`src/rtl/pkt_ingress_writer.sv`:
```
// Ingress packet writer: allocates a PRT slot, streams words into it, closes it,
// then hands a descriptor (slot, IPs, length, flags) to the bloom-filter stage.
module pkt_ingress_writer #(
    parameter int DATA_WIDTH = 32,
    parameter int NUM_SLOTS  = 16,
    parameter int MAX_WORDS  = 64,
    parameter int SRC_IP_IDX = 3,
    parameter int DST_IP_IDX = 4
) (
    input  logic                           clk,
    input  logic                           rst_n,
    input  logic [DATA_WIDTH-1:0]          s_axis_tdata,
    input  logic                           s_axis_tvalid,
    input  logic                           s_axis_tlast,
    output logic                           s_axis_tready,
    input  logic                           is_prt_slot_free,
    input  logic                           RDY_is_prt_slot_free,
    output logic                           EN_start_writing_prt_entry,
    input  logic                           RDY_start_writing_prt_entry,
    input  logic [$clog2(NUM_SLOTS)-1:0]   start_writing_prt_entry,
    output logic                           EN_write_prt_entry,
    input  logic                           RDY_write_prt_entry,
    output logic [DATA_WIDTH-1:0]          write_prt_entry_data,
    output logic                           EN_finish_writing_prt_entry,
    input  logic                           RDY_finish_writing_prt_entry,
    output logic                           desc_valid,
    input  logic                           desc_ready,
    output logic [$clog2(NUM_SLOTS)-1:0]   desc_slot,
    output logic [31:0]                    desc_src_ip,
    output logic [31:0]                    desc_dst_ip,
    output logic [$clog2(MAX_WORDS):0]     desc_len,
    output logic                           desc_trunc,
    output logic                           desc_runt,
    output logic [15:0]                    trunc_count
);

    localparam int SW = $clog2(NUM_SLOTS);
    localparam int CW = $clog2(MAX_WORDS) + 1;
    localparam logic [CW-1:0] SRC_IDX = CW'(SRC_IP_IDX);
    localparam logic [CW-1:0] DST_IDX = CW'(DST_IP_IDX);
    localparam logic [CW-1:0] MAX_CNT = CW'(MAX_WORDS);

    typedef enum logic [2:0] {
        IDLE, ALLOC, STREAM, DRAIN, FINISH, DESC
    } state_t;

    state_t        state_q, state_d;
    logic [CW-1:0] cnt_q, cnt_d;
    logic [SW-1:0] slot_q, slot_d;
    logic [31:0]   src_q, src_d, dst_q, dst_d;
    logic          trunc_q, trunc_d, runt_q, runt_d;
    logic [15:0]   tcnt_q, tcnt_d;

    always_comb begin
        state_d = state_q;
        cnt_d   = cnt_q;
        slot_d  = slot_q;
        src_d   = src_q;
        dst_d   = dst_q;
        trunc_d = trunc_q;
        runt_d  = runt_q;
        tcnt_d  = tcnt_q;
        s_axis_tready               = 1'b0;
        EN_start_writing_prt_entry  = 1'b0;
        EN_write_prt_entry          = 1'b0;
        EN_finish_writing_prt_entry = 1'b0;
        desc_valid                  = 1'b0;
        write_prt_entry_data        = s_axis_tdata;

        // Strobes are gated by rst_n so nothing fires while reset is being applied.
        if (rst_n) begin
            unique case (state_q)
                IDLE: if (s_axis_tvalid) state_d = ALLOC;
                ALLOC: begin
                    if (is_prt_slot_free && RDY_is_prt_slot_free && RDY_start_writing_prt_entry) begin
                        EN_start_writing_prt_entry = 1'b1;
                        slot_d  = start_writing_prt_entry;
                        state_d = STREAM;
                    end
                end
                STREAM: begin
                    s_axis_tready = RDY_write_prt_entry;
                    if (s_axis_tvalid && RDY_write_prt_entry) begin
                        EN_write_prt_entry = 1'b1;
                        cnt_d = cnt_q + 1'b1;
                        if (cnt_q == SRC_IDX) src_d = s_axis_tdata[31:0];
                        if (cnt_q == DST_IDX) dst_d = s_axis_tdata[31:0];
                        if (s_axis_tlast) begin
                            state_d = FINISH;
                            runt_d  = (cnt_q < DST_IDX);
                        end else if (cnt_d == MAX_CNT) begin
                            state_d = DRAIN;
                            trunc_d = 1'b1;
                        end
                    end
                end
                DRAIN: begin
                    s_axis_tready = 1'b1;
                    if (s_axis_tvalid && s_axis_tlast) state_d = FINISH;
                end
                FINISH: begin
                    if (RDY_finish_writing_prt_entry) begin
                        EN_finish_writing_prt_entry = 1'b1;
                        state_d = DESC;
                    end
                end
                DESC: begin
                    desc_valid = 1'b1;
                    if (desc_ready) begin
                        state_d = IDLE;
                        cnt_d   = '0;
                        src_d   = '0;
                        dst_d   = '0;
                        trunc_d = 1'b0;
                        runt_d  = 1'b0;
                        if (trunc_q && (tcnt_q != '1)) tcnt_d = tcnt_q + 1'b1;
                    end
                end
                default: state_d = IDLE;
            endcase
        end
    end

    always_ff @(posedge clk) begin
        if (!rst_n) begin
            state_q <= IDLE;
            cnt_q   <= '0;
            slot_q  <= '0;
            src_q   <= '0;
            dst_q   <= '0;
            trunc_q <= 1'b0;
            runt_q  <= 1'b0;
            tcnt_q  <= '0;
        end else begin
            state_q <= state_d;
            cnt_q   <= cnt_d;
            slot_q  <= slot_d;
            src_q   <= src_d;
            dst_q   <= dst_d;
            trunc_q <= trunc_d;
            runt_q  <= runt_d;
            tcnt_q  <= tcnt_d;
        end
    end

    assign desc_slot   = slot_q;
    assign desc_src_ip = src_q;
    assign desc_dst_ip = dst_q;
    assign desc_len    = cnt_q;
    assign desc_trunc  = trunc_q;
    assign desc_runt   = runt_q;
    assign trunc_count = tcnt_q;

endmodule

```
`config.mk`:
```
export PLATFORM = sky130hd
export DESIGN_NAME = pkt_ingress_writer
export DESIGN_NICKNAME = d
export VERILOG_FILES = /design/src/rtl/pkt_ingress_writer.sv
export SDC_FILE = /design/constraint.sdc
export NUM_CORES = 1
export LEC_CHECK = 0
export CAP_MARGIN = 20
export CORE_MARGIN = 1
export CORE_UTILIZATION = 45
export CTS_CLUSTER_DIAMETER = 200
export DETAILED_ROUTE_END_ITERATION = 12
export PLACE_DENSITY = 0.87
export SLEW_MARGIN = 20
export SYNTH_ARGS = -nofsm -noshare
export SYNTH_HDL_FRONTEND = slang
export SYNTH_SLANG_ARGS = --single-unit
```
`constraint.sdc`:
```
create_clock -name clk -period 2.09 [get_ports clk]
set_input_delay 0.3135 -clock clk [delete_from_list [all_inputs] [get_ports clk]]
set_output_delay 0.3135 -clock clk [all_outputs]
set_load 0.1 [all_outputs]
```
-- After elaboration in Yosys (flattened, before gate mapping)
Cells that the tools add are included.
- add/sub/neg operators: 2
- multiplexer cells: 40
- eq/ne operators: 21
- reductions and logical operators: 15
- bitwise operators: 0
- divide/modulo/power cells: 0
- shift-type cells: 0
- order comparisons: 1
- multiply operators: 0
- operator list (kind ; count):
    $mux 32 ; 5
    $pmux 32 s2 ; 2
    $mux 3 ; 8
    $ne 2x2->1 const B ; 11
    $mux 1 ; 18
    $pmux 3 s6 ; 1
    $add 16x1->16 const B ; 1
    $ne 16x16->1 const B ; 1
    $mux 7 ; 2
    $pmux 7 s2 ; 1
    $reduce_and 4->1 ; 3
    $add 7x1->7 const B ; 1
    $eq 7x2->1 const B ; 1
    $eq 7x3->1 const B ; 1
    $eq 7x7->1 const B ; 1
    $lt 7x3->1 const B ; 1
    $reduce_and 7->1 ; 1
    $eq 3x2->1 const B ; 2
    $eq 3x3->1 const B ; 2
    $pmux 1 s2 ; 3
    $reduce_and 3->1 ; 2
    $logic_and 1x1->1 ; 5
    $reduce_and 5->1 ; 1
    $eq 3x1->1 const B ; 1
    other kinds (4) ; 4
- latch bits: 0
- output and inout bits: 130
- bits in registers: 96
- input port bits: 46
- word-level logic and storage cells: 87
- ROM bits: 0
- RAM bits: 0
- memories: 0

-- Longest topological paths before layout
Gate-level depths: netlist (run 1).
- depth after elaboration: 6
- gate-level depth with buffers: 8

-- Worst setup path before layout (run 1)
No wires, ideal clock.
- path type: reg2out
- start: register state_q[1]
- end: output port EN_start_writing_prt_entry
- setup slack: -0.553 ns
- cell stages (with the launch flop): 6
- arrival time: 2.330 ns
- path through: dfxtp_1 -> buf_2 -> nand2b_1 -> nor2_1 -> inv_1 -> nor2_1
- longest elaborated chain between the ends: 3
- RTL lines (what ; line ; text):
    start: declaration ; 47 ; state_t state_q, state_d;
    start signal: assignment ; 135 ; state_q <= state_d;
    $eq 3x1->1 ; 72 ; unique case (state_q)
    $mux 1 ; 72 ;
    $mux 1 ; 71 ; if (rst_n) begin
    end: declaration ; 18 ; output logic EN_start_writing_prt_entry,
Every way passes these cells.

-- Worst setup path in the final report (run 1)
- start: register state_q[2]
- end: output port EN_start_writing_prt_entry
The elaborated chain is that of the path after synthesis.

==> results of run 1 <==
==> flip-flops by register name, indices dropped and copies added (netlist names) <==
| register | count |
|---|---|
| desc_dst_ip | 32 |
| desc_src_ip | 32 |
| trunc_count | 16 |
| desc_len | 7 |
| desc_slot | 4 |
| state_q | 3 |
| desc_runt | 1 |
| desc_trunc | 1 |
==> final timing paths <==
| check | cells past startpoint | slack [ns] | end |
|---|---|---|---|
| max | 5 | 0.09 | EN_start_writing_prt_entry |
| min reg2reg | 2 | 0.47 | desc_dst_ip[4]$_SDFFE_PN0P_ |
| min | 2 | 0.47 | desc_dst_ip[4]$_SDFFE_PN0P_ |
| max reg2reg | 4 | 0.19 | desc_src_ip[29]$_SDFFE_PN0P_ |
==> metal layers <==
layer | share of wire, % | global-route usage (%) | up-vias
li1 | - | - | 2315
met1 | 39 | 32.0 | 2362
met2 | 52 | 46.0 | 243
met3 | 5.9 | 3.90 | 43
met4 | 3.3 | 11.9 | 0
met5 | 0 | 0 | -
==> Yosys cell counts, types with 7 or more instances <==
library cell and count:
clkbuf_1 26, a21oi_1 83, nor2_1 16, dfxtp_1 96, buf_6 12, buf_4 32
o21ai_0 7, nand2b_1 8, inv_1 9, buf_2 7, mux2i_1 13, o211ai_1 32
nand3_1 78, nand4_1 35, nand2_1 26
==> where the power goes <==
group	internal (W)	total, W	switching (W)	leakage [nW]
Sequential	0.00183	0.00185	0.0000120	0.784
Combinational	0.000242	0.000650	0.000409	1.68
Clock	0.000554	0.00123	0.000678	0.0998
==> cells by family (layout without fill, tap and decap cells) <==
group,Yosys count,in the layout
AO/OA/AOI/OAI,148,148
XOR/XNOR,1,1
adder cells (fa/ha/maj),3,3
buffers and inverters,94,220
flip-flops,96,96
multiplexers,13,13
AND/OR/NAND/NOR,210,210
==> cell type report <==
class                           instances  area, um^2
Inverter                                9        33.8
Tap cell                              136         170
Sequential cell                        96        1950
Multi-Input combinational cell        375        2330
Clock buffer                            9         124
Fill cell                             814        3580
Timing Repair Buffer                  196        2120
Clock inverter                          6        66.3
==> timing repair <==
item,in CTS,in global routing
hold buffers,0,0
setup endpoints to repair,2,3
resized for setup,3,2
==> worst reg2reg max path: stages, from the launching register on <==
cell,delay (ns)
dfxtp_1,0.43
or4_4,0.61
nor2_8,0.40
nand4_1,0.19
a21oi_1,0.20
==> through the flow <==
| step | std cells | cell area [um^2] | total power, W |
|---|---|---|---|
| 2_1_floorplan | 565 | 4870 | 0.00228 |
| 3_3_place_gp | 812 | 6590 | 0.00253 |
| 3_5_place_dp | 812 | 6590 | 0.00254 |
| 4_1_cts | 827 | 6790 | 0.00374 |
| 5_1_grt | 827 | 6790 | 0.00384 |
| 6_report | 827 | 6790 | 0.00373 |
==> placed cells by master (no fill, tap or decap), types with 4 or more instances in the layout <==
| master | n |
|---|---|
| a211oi_1 | 4 |
| a21oi_1 | 83 |
| and4_1 | 4 |
| buf_12 | 43 |
| buf_4 | 108 |
| clkbuf_8 | 9 |
| clkdlybuf4s50_1 | 45 |
| dfxtp_1 | 74 |
| dfxtp_2 | 22 |
| inv_1 | 8 |
| mux2i_1 | 13 |
| nand2_1 | 24 |
| nand2b_1 | 8 |
| nand3_1 | 77 |
| nand4_1 | 35 |
| nor2_1 | 13 |
| nor3_1 | 5 |
| nor4_1 | 6 |
| o211ai_1 | 32 |
| o21ai_0 | 7 |
| o31ai_1 | 4 |
| or3_1 | 5 |
==> reports/results.tsv, run 1 <==
stage	metric	value	unit
outcome	run status	finished, final reports clean	
synthesis	FF+latch count, synth	96	
synthesis	top post-synthesis cells by area	dfxtp_1, a21oi_1, nand3_1, buf_4, o211ai_1	
worst_setup_path	top cell family by delay on the critical path	simple AND/OR/NAND/NOR gates	
place	IO buf count	175	
floorplan	row count	37	
synthesis	simple-gate share of the synthesized area	25.3	%
sta	fmax	501	MHz
sta	Slew headroom	65.6	%
synthesis	main combinational cell family by area after synthesis	simple AND/OR/NAND/NOR gates	
grt	largest net degree at the start of global routing	67	
sta	RSZ-0062 raised after global routing	no	
grt	initial antenna violation count	0	
synthesis	Netlist cell types	57	
detailed_routing	1st-iter DRT viols	256	
detailed_routing	antenna viol nets, final	0	
synthesis	Yosys warnings	0	
pwr	Leakage	2.56	nW
sta	setup TNS	0	ns
worst_setup_path	crit path from	state_q[2]$_SDFFE_PN0P_	
clock_network	clock slew at reported path FFs	0.10	ns
worst_setup_path	crit path buf inv count	2	
sta	Final WS setup	0.0944	ns
finish	fin util	65.5	%
finish	Layout area overhead	40.6	%
worst_setup_path	Crit Path Class	register to output pin	
finish	Nets	736	
detailed_routing	residual DRC count	0	
grt	first-pass GRT wire length	23900	um
detailed_routing	post-DR wirelength/cell	17.8	um
synthesis	Yosys top cell by area	dfxtp_1	
worst_setup_path	critical path, cell by cell	nand4b_1 > nor2_1 > inv_1 > nor2_2 > buf_12	
grt	vias in the first global route	4799	
grt	gr ovfl total	0	
clock_network	postcts setup bufs	0	
synthesis	post-synthesis net count	614	
synthesis	Synth top area share	39.8	%
worst_setup_path	Setup crit start kind	register	
synthesis	Post-synth EDFFs	0	
detailed_routing	Total Wirelength	14700	um
pwr	Max IR drop VDD	0.328	mV
sta	endpoints failing hold	0	
clock_network	Root Buffer	clkbuf_8	
synthesis	Synth Instances	565	
synthesis	post-synthesis compound-gate area fraction	18.7	%
run	max_cap viols	0	
pwr	pwr dens	549	mW/mm^2
synthesis	post-synthesis sequential area ratio	39.8	%
place	hpwl dp	10400	um
detailed_routing	vias after detailed routing	4963	
floorplan	die width	106	um
synthesis	Mapped Area	0.00483	mm^2
sta	skew final	0.0144	ns
clock_network	TritonCTS Buffers	9	
place	routability-driven placement congestion ratio	0.871	
synthesis	Post-Synth XOR/XNOR Area	0.181	%
synthesis	share of flip-flops with an asynchronous set or reset	0	%
worst_setup_path	reg2reg start	desc_len[3]$_SDFFE_PN0P_	
sta	Least-Margin Pin Slew	0.512	ns
worst_setup_path	worst-path fanout max	14	
grt	global-route usage over all layers	26.4	%
worst_setup_path	Slowest-stage cell, CP	dfxtp_2	
clock_network	clock sinks	96	
synthesis	adder-cell share of the synthesized area	0.777	%
worst_setup_path	slowest stage delay, CP	0.41	ns
sta	period utilisation layout	95.5	%
clock_network	CTS tree	done	
min_path	HP Class	register to register	
floorplan	# IOs	176	
sta	# setup viols final	0	
sta	hold slack	0.472	ns
worst_setup_path	WP data arrival	1.68	ns
floorplan	Core ar.	0.0104	mm^2
place	pre-CTS setup slack	0.0620	ns
floorplan	die area	0.0112	mm^2
detailed_routing	vias per cell	6.00	
worst_setup_path	Critical Path Sink Type	output pin	
worst_setup_path	WP data required	1.78	ns
clock_network	Clk Latency, worst-skew pair	0.37	ns
clock_network	clk buf depth	2	
finish	fraction of layout cells with a size suffix above 1	30.1	%
synthesis	Post-synth top flop	dfxtp_1	
synthesis	post-synthesis mux area share	2.69	%
min_path	worst hold start	desc_dst_ip[4]$_SDFFE_PN0P_	
detailed_routing	DR pass1 iterations	5	
clock_network	# H-tree levels	3	
floorplan	Initial Util	46.6	%
finish	number of diodes	0	
sta	final worst path period need	2.00	ns
sta	Max Slew Vio Count	0	
synthesis	Mapped Avg Cell Area	8.55	um^2
floorplan	Chip Height	106	um
No activity file was read; power rests on OpenSTA's default activity.
==> inputs of run 2 (changes only) <==
--- a/config.mk
+++ b/config.mk
@@ -11,7 +11,8 @@
 export CTS_CLUSTER_DIAMETER = 200
 export DETAILED_ROUTE_END_ITERATION = 12
 export PLACE_DENSITY = 0.87
-export SLEW_MARGIN = 20
+export SLEW_MARGIN = 40
 export SYNTH_ARGS = -nofsm -noshare
 export SYNTH_HDL_FRONTEND = slang
 export SYNTH_SLANG_ARGS = --single-unit
+export TNS_END_PERCENT = 1
==> run 2 against run 1 <==
Clock power fell by 9.8%. Register-to-register slack improved by 0.10 ns. Final cell count rose by 0.12%. Largest power group unchanged. Total power fell by 3.1%. Global-route usage fell by 0.70 points. Maximum frequency rose by 1.3%. Wire length fell by 0.41%. Non-clock buffer count rose by 1. Critical endpoint is now desc_valid. First-iteration DRC count fell by 2.0%.
==> reports/results.tsv, run 2 (synthesis gave the netlist of run 1 again) <==
stage	metric	value	unit
worst_setup_path	slowest stage delay, CP	0.47	ns
worst_setup_path	worst reg2reg path endpoint	desc_src_ip[28]$_SDFFE_PN0P_	
sta	endpoints failing hold	0	
detailed_routing	vias per cell	5.93	
worst_setup_path	WP data arrival	1.66	ns
grt	global-route usage over all layers	25.7	%
worst_setup_path	WP data required	1.78	ns
worst_setup_path	Critical Path Sink Type	output pin	
pwr	Pwr Total	0.00361	W
floorplan	# IOs	176	
pwr	Flop pwr share	51.1	%
finish	Finished Layout Cells	828	
place	routability-driven placement congestion ratio	0.844	
worst_setup_path	Reg2Reg Depth	4	
sta	# setup viols final	0	
clock_network	clock sinks	96	
detailed_routing	vias after detailed routing	4910	
sta	Least-Margin Pin Slew	0.516	ns
worst_setup_path	flop2flop setup slack	0.29	ns
sta	period utilisation layout	94.3	%
clock_network	hold_buf cts	0	
worst_setup_path	worst-path fanout max	14	
min_path	worst hold start	desc_dst_ip[8]$_SDFFE_PN0P_	
clock_network	clock slew at reported path FFs	0.09	ns
detailed_routing	Total Wirelength	14700	um
pwr	pwr dens	535	mW/mm^2
worst_setup_path	Setup crit start kind	register	
floorplan	Core ar.	0.0104	mm^2
finish	commonest non-fill, non-tap cell in the layout	buf_4	
place	hpwl dp	10300	um
place	IO buf count	175	
pwr	Leakage	2.54	nW
sta	fmax	507	MHz
worst_setup_path	crit path from	state_q[0]$_SDFFE_PN0P_	
pwr	Net Sw Frac	29.8	%
finish	commonest non-fill, non-tap cells in the layout	buf_4, dfxtp_1, a21oi_1	
sta	skew final	0.00746	ns
floorplan	row count	37	
outcome	run status	finished, final reports clean	
worst_setup_path	crit path buf inv count	1	
pwr	clock share of power	30.9	%
floorplan	Initial Util	46.6	%
min_path	Hold Crit Depth	2	
min_path	hold path endpoint	desc_dst_ip[8]$_SDFFE_PN0P_	
run	max_cap viols	0	
floorplan	Chip Height	106	um
finish	Nets	737	
detailed_routing	DR pass1 iterations	5	
pwr	logic gate share of total power	18.1	%
pwr	Internal	0.00254	W
place	placed cell count	813	
clock_network	Root Buffer	clkbuf_8	
detailed_routing	antenna viol nets, final	0	
grt	largest net degree at the start of global routing	72	
finish	Layout area overhead	39.8	%
sta	Max Slew Vio Count	0	
clock_network	CTS tree	done	
worst_setup_path	top cell family by delay on the critical path	simple AND/OR/NAND/NOR gates	
grt	vias in the first global route	4541	
worst_setup_path	Slowest-stage cell, CP	dfxtp_2	
grt	initial antenna violation count	0	
sta	final worst path period need	1.97	ns
worst_setup_path	reg2reg start	desc_len[3]$_SDFFE_PN0P_	
pwr	net switching power	0.00108	W
pwr	Max IR drop VDD	0.300	mV
detailed_routing	residual DRC count	0	
clock_network	TritonCTS Buffers	9	
floorplan	die area	0.0112	mm^2
grt	gr ovfl total	0	
finish	number of diodes	0	
sta	Final WS setup	0.119	ns
sta	RSZ-0062 raised after global routing	no	
worst_setup_path	critical path, cell by cell	nor2b_1 > nand2_2 > nor2_2 > buf_12	
grt	first-pass GRT wire length	23000	um
sta	Slew headroom	65.4	%
detailed_routing	post-DR wirelength/cell	17.7	um
worst_setup_path	Crit Path Class	register to output pin	
detailed_routing	1st-iter DRT viols	251	
floorplan	die width	106	um
min_path	HP Class	register to register	
clock_network	Clk Latency, worst-skew pair	0.36	ns
finish	fraction of layout cells with a size suffix above 1	27.3	%
clock_network	clk buf depth	2	
place	pre-CTS setup slack	0.0226	ns
clock_network	# H-tree levels	3	
==> run 2: cell count changes in the layout (fill, tap and decap cells not counted) <==
cell and change:
buf_4 +1, bufinv_16 -1, clkbuf_1 +1, clkbuf_8 +1, clkinv_2 -1, clkinvlp_4 +1, dfxtp_1 +19, dfxtp_2 -20
dfxtp_4 +1, inv_6 -1, nor2_2 +1, nor2_4 -1
==> run 2: cell type report <==
cell class                 instances  area, um^2
fill                             864        3620
multi-input combinational        375        2320
timing repair buffer             197        2130
sequential                        96        1930
tap                              136         170
clock buffer                      11         141
inverter                           9        33.8
clock inverter                     4        30.0
==> run 2: worst reg2reg max path: cells and delay by family, from the launching register on <==
family           cells  cell delay, ns
AO/OA/AOI/OAI        1            0.15
flip-flops           1            0.43
AND/OR/NAND/NOR      3            1.16
==> run 2: how the worst max path moves through the flow <==
stage	cells after the start	slack (ns)	endpoint
2_1_floorplan	4	-0.22	trunc_count[13]$_SDFFE_PN0P_
3_3_place_gp	5	0.14	trunc_count[13]$_SDFFE_PN0P_
3_5_place_dp	5	0.02	trunc_count[12]$_SDFFE_PN0P_
4_1_cts	4	0.08	EN_write_prt_entry
5_1_grt	4	0.04	desc_valid
6_report	4	0.12	desc_valid
==> run 2: per-stage QoR <==
stage	TNS, ns	cell area (um^2)	hold slack [ns]	util (%)
after CTS	0	6750	0.473	65.1
after global placement	0	6570	0.455	63.4
after detailed placement	0	6570	0.460	63.4
after global routing	0	6750	0.495	65.1
after floorplan	-6.70	4840	0.461	-
final	0	6750	0.471	65.1
==> run 2: per-layer routing <==
metal	vias up	routed length (um)	GRT usage [%]
li1	2310	-	-
met1	2360	5820	31.1
met2	214	7690	45.6
met3	26	890	4.33
met4	0	267	9.13
met5	-	0	0
==> run 2: power by group through the flow <==
stage               logic (W)  clock network, W  registers (W)
floorplan            0.000387                 0        0.00189
global placement     0.000640                 0        0.00189
detailed placement   0.000649                 0        0.00189
CTS                  0.000651           0.00113        0.00185
global route         0.000672           0.00122        0.00185
finish               0.000653           0.00111        0.00184
==> run 2: what timing repair did <==
| action | CTS | global route |
|---|---|---|
| endpoints found under the setup margin | 2 | 1 |
| gates resized for setup | 4 | 2 |
| buffers inserted | 0 | 0 |
